$ cat src/rtl/fifo_word_packer.sv
// Packs RATIO_P consecutive words popped from a valid-yumi FIFO into one wide
// valid-ready packet; a flush request emits a partial packet with a lane mask.
module fifo_word_packer #(
    parameter int WIDTH_P = 8,
    parameter int RATIO_P = 4
) (
    input  logic                       clk_i,
    input  logic                       reset_i,
    input  logic                       valid_i,
    input  logic [WIDTH_P-1:0]         data_i,
    output logic                       yumi_o,
    input  logic                       flush_i,
    output logic                       valid_o,
    input  logic                       ready_i,
    output logic [WIDTH_P*RATIO_P-1:0] data_o,
    output logic [RATIO_P-1:0]         mask_o
);

    localparam int CW = (RATIO_P > 1) ? $clog2(RATIO_P) : 1;
    localparam int FW = $clog2(RATIO_P + 1);

    logic [CW-1:0]                count_r;
    logic [WIDTH_P*RATIO_P-1:0]   lanes_r;
    logic [WIDTH_P*RATIO_P-1:0]   lanes_n;
    logic                         flush_pending_r;

    logic                         out_free;
    logic                         last_lane;
    logic                         accept;
    logic                         flush_req;
    logic                         full_xfer;
    logic                         flush_xfer;
    logic                         load;
    logic [FW-1:0]                fill;
    logic [RATIO_P-1:0]           fill_mask;

    assign out_free  = ~valid_o | ready_i;
    assign last_lane = (count_r == CW'(RATIO_P - 1));

    // A pending flush freezes the partial packet until the output register frees up.
    assign yumi_o = valid_i & ~reset_i & (~last_lane | out_free)
                  & (~flush_pending_r | out_free);
    assign accept = yumi_o;

    assign flush_req  = flush_pending_r | flush_i;
    assign fill       = FW'(count_r) + FW'(accept);
    assign full_xfer  = accept & last_lane;
    assign flush_xfer = flush_req & out_free & (fill != '0) & ~full_xfer;
    assign load       = full_xfer | flush_xfer;

    // Accumulator view including the word accepted this cycle; idle lanes stay zero.
    always_comb begin
        lanes_n = lanes_r;
        if (accept) begin
            lanes_n[count_r*WIDTH_P +: WIDTH_P] = data_i;
        end
    end

    always_comb begin
        fill_mask = '0;
        for (int k = 0; k < RATIO_P; k++) begin
            fill_mask[k] = (k < int'(fill));
        end
    end

    always_ff @(posedge clk_i) begin
        if (reset_i) begin
            count_r         <= '0;
            lanes_r         <= '0;
            flush_pending_r <= 1'b0;
            valid_o         <= 1'b0;
            data_o          <= '0;
            mask_o          <= '0;
        end else begin
            if (load) begin
                count_r <= '0;
                lanes_r <= '0;
                data_o  <= lanes_n;
                mask_o  <= fill_mask;
                valid_o <= 1'b1;
            end else begin
                lanes_r <= lanes_n;
                if (accept) begin
                    count_r <= count_r + 1'b1;
                end
                if (valid_o & ready_i) begin
                    valid_o <= 1'b0;
                end
            end
            // An empty-accumulator flush is dropped rather than left pending.
            flush_pending_r <= flush_req & ~load & (fill != '0);
        end
    end

endmodule
$ cat config.mk
export PLATFORM = sky130hd
export DESIGN_NAME = fifo_word_packer
export DESIGN_NICKNAME = d
export VERILOG_FILES = /design/src/rtl/fifo_word_packer.sv
export SDC_FILE = /design/constraint.sdc
export NUM_CORES = 1
export LEC_CHECK = 0
export BUFFER_PORTS_ARGS = -buffer_cell sky130_fd_sc_hd__buf_4
export CORE_MARGIN = 2
export CORE_UTILIZATION = 55
export CTS_BUF_LIST = sky130_fd_sc_hd__clkbuf_16
export CTS_CLUSTER_DIAMETER = 60
export DETAILED_ROUTE_END_ITERATION = 16
export GPL_ROUTABILITY_DRIVEN = 0
export PLACE_DENSITY = 0.85
export SKIP_CTS_REPAIR_TIMING = 1
export SLEW_MARGIN = 25
export SYNTH_ARGS = -nofsm -noshare
export SYNTH_HDL_FRONTEND = slang
export SYNTH_SLANG_ARGS = --single-unit
export TNS_END_PERCENT = 100
$ cat constraint.sdc
create_clock -name clk_i -period 3.7 [get_ports clk_i]
set_input_delay 0.37 -clock clk_i [delete_from_list [all_inputs] [get_ports clk_i]]
set_output_delay 0.37 -clock clk_i [all_outputs]
set_load 0.05 [all_outputs]
==> flow_metrics.tcl <==
set metrics [dict create \
    run_status "complete, no violations" \
    r2r.worst_path.cells 10 \
    time_the_final_worst_path_needs_with_i_o_delays_and_setup_ns 3.38 \
    detailroute.via_count 2415 \
    r2r-end "lanes_r[15]" \
    insertedDiodeCount 0 \
    synth_top_area_share_pct 50.5 \
    net_count_synth 331 \
    finalWirelength_mm 6.41 \
    clk_pin_slew_ns 0.05 \
    tritoncts_clock_tree "yes" \
    final.period_utilization_pct 91.3 \
    cp_data_arrival_time_ns 3.65 \
    synth.top_cells.by_area "dfxtp_1 (51%), nor2_1 (10%), a211oi_1 (8.7%)" \
    synthCells 310 \
    synth_adder_area_share_pct 3.51 \
    fraction_of_the_mapped_netlist_area_in_compound_gates_pct 20.3 \
    max_transition_margin_pct 52.7 \
    worst-r2r-setup-slack_ns 0.32 \
    area_of_the_core_um2 5040 \
    multi_input_comb_area_um2 1260 \
    synth.lib_cells_used.distinct 29 \
    sequential_cell_area_um2 1440 \
    worstPathCellList "ha_1, or2_1, a21oi_2, nand2_1, ha_1, nor2_1, o21ai_0, a221o_1, buf_4, nor2_1" \
    timing.final.setup_violations 0 \
    grt_pass1_wl_mm 10.6 \
    floorplan.die_area_um2 5780 \
    report.final.hold_viol_count 0 \
    critical-path-slowest-cell "a221o_1" \
    first_global_vias 2237 \
    worstPathBufferInverterCount 1 \
    yosysWarningCount 0 \
    most_common_cell_after_layout_fill_and_taps_aside "nor2_1" \
    slowest_delay_ns 0.54 \
    synth_simple_gate_area_share_pct 19.9 \
    wl_per_cell_um 14.9 \
    top_level_ports 51 \
    drc 0 \
    io_buffer_count 50 \
    synth_mux_area_share_pct 0.351 \
    fp.dieH_um 76.0 \
    timing.critical_path.fanout_max 19 \
    cts_buffer_depth 2 \
    type_of_origin_of_the_critical_path "register" \
    viasPerCell 5.60 \
    worst_r2r_startpoint "count_r[0]" \
    achievable-frequency_mhz 296 \
    setup_total_negative_slack_ns 0 \
    first_iteration_detailed_routing_drc_count 119 \
    worstPathRequired_ns 3.97 \
    fillers 379 \
    die_boundary_width_um 76.0 \
    design.final.nets 377 \
    p_leak_uw 0.00150 \
    final_antenna_net_count 0 \
    holdPathStages 3 \
    clkLatencyLatePin_ns 0.33 \
    synth-seq-cells 72 \
    placement_rows 26 \
    drive_gt1_share_pct 21.6 \
    postSynthAreaPerCell_um2 9.20 \
    p_per_area_nw_per_um2 585 \
    layout.cells.most_common_list "nor2_1 (76), dfxtp_1 (72), buf_4 (52), a21oi_1 (33), a211oi_1 (33)" \
    cp_top_delay_family "compound AO/OA/AOI/OAI gates" \
    grt_setup_unrepaired "no" \
    post-route-cell-area_um2 3520 \
    synth_xor_area_share_pct 0.307 \
    post_synthesis_instance_area_um2 2850 \
    startpoint "count_r[0]" \
    initial_utilization_pct 56.6 \
    numCtsBuffers 9 \
    maxCapViolCount 0 \
    cts_num_sinks 72 \
    final-max-slew-violation-count 0 \
    worst_setup_path_endpoint "lanes_r[15]" \
    worstHoldPathType "in -> reg" \
    dr.pass1.iters 5 \
    layout-area-overhead-vs-synth_pct 23.6 \
    total_routing_usage_reported_by_global_routing_pct 22.8 \
    setup_skew_after_layout_ns 0.00549 \
    power.ir.vdd_worst_uv 408 \
    synth.yosys.seq_area_share_pct 50.5 \
    antenna_violations_before_repair 0 \
    synth_largest_area_cell "dfxtp_1" \
    detailed_place.area_um2 3230 \
    cts_max_level 3 \
    timing_worst_slew_pin_value_ns 0.708 \
    place.detailed.hpwl_mm 4.16 \
    path_class "reg -> reg" \
    cts.root.buffer_cell "clkbuf_16" \
    grt_overflow_total 0 \
    grt_start_max_net_pins 73 \
    critical_path_depth 10 \
    dominant_combinational_cell_family_by_area_after_synthesis "compound AO/OA/AOI/OAI gates" \
    worst_setup_path_end_kind "register" \
]
cells in the mapped netlist:
| cell type | number |
|---|---|
| a211oi_1 | 33 |
| a211oi_2 | 5 |
| a21boi_1 | 1 |
| a21oi_1 | 33 |
| a21oi_2 | 1 |
| a221o_1 | 1 |
| a311oi_1 | 1 |
| a31o_2 | 1 |
| and3_1 | 32 |
| buf_2 | 5 |
| buf_4 | 1 |
| buf_6 | 5 |
| clkbuf_1 | 7 |
| dfxtp_1 | 72 |
| ha_1 | 8 |
| inv_1 | 7 |
| inv_2 | 1 |
| mux2i_1 | 1 |
| nand2_1 | 6 |
| nand2b_1 | 2 |
| nor2_1 | 76 |
| nor2b_1 | 1 |
| nor3_1 | 1 |
| nor3b_1 | 4 |
| o21ai_0 | 1 |
| o221ai_4 | 1 |
| o32ai_4 | 1 |
| or2_1 | 1 |
| xnor2_1 | 1 |
power by group:
part | switching, uW | internal, uW | total, uW
Combinational | 270 | 117 | 388
Sequential | 24.1 | 822 | 846
Clock | 315 | 515 | 829
state kept, by name, indices dropped and copies added (netlist names):
register,count
flush_pending_r,1
data_o,32
lanes_r,32
valid_o,1
mask_o,4
count_r,2
worst min path at each step:
| stage | from | slack [ns] | endpoint |
|---|---|---|---|
| 2_1_floorplan | lanes_r[15] | 0.44 | lanes_r[15] |
| 3_3_place_gp | lanes_r[22] | 0.46 | lanes_r[22] |
| 3_5_place_dp | lanes_r[22] | 0.47 | lanes_r[22] |
| 4_1_cts | flush_i | 0.44 | flush_pending_r |
| 5_1_grt | flush_i | 0.47 | flush_pending_r |
| 6_report | flush_i | 0.44 | flush_pending_r |
final cells by class:
| class | instances | share of cell area, % |
|---|---|---|
| timing repair buffer | 53 | 11.6 |
| tap | 70 | 2.49 |
| inverter | 8 | 0.852 |
| sequential | 72 | 40.9 |
| clock inverter | 7 | 1.81 |
| clock buffer | 9 | 6.39 |
| multi-input combinational | 212 | 35.9 |
per-layer routing:
metal / wire length, um / share of wire (%) / up-vias / GRT usage [%]
li1: - / - / 1183 / -
met3: 502 / 7.8 / 16 / 5.92
met2: 3100 / 48 / 95 / 36.9
met5: 0 / 0 / - / 0
met4: 147 / 2.3 / 0 / 10.9
met1: 2660 / 41 / 1121 / 28.5
worst register-to-register path, stage by stage, from the launching register on:
cell and delay (ns):
dfxtp_1 0.41, ha_1 0.29, or2_1 0.37, a21oi_2 0.45, nand2_1 0.15, ha_1 0.33, nor2_1 0.19, o21ai_0 0.13
a221o_1 0.54, buf_4 0.31, nor2_1 0.13
per-stage QoR:
stage	util, %	std cells	hold WS (ns)	setup slack [ns]	power [uW]
final	69.9	431	0.437	0.321	2060
after global routing	69.9	431	0.467	0.150	2130
after CTS	69.9	431	0.438	0.362	2060
after detailed placement	64.1	415	0.468	0.492	1250
after global placement	64.1	415	0.459	0.603	1240
after floorplan	-	310	0.445	0.458	1150
kinds of logic (layout without fill, tap and decap cells):
kind of cell / Yosys count / in the layout
simple gates: 123 / 123
buf+inv: 26 / 77
mux: 1 / 1
fa+ha+maj: 8 / 8
flops: 72 / 72
compound gates: 79 / 79
xor+xnor: 1 / 1
No activity file was read; power rests on OpenSTA's default activity.
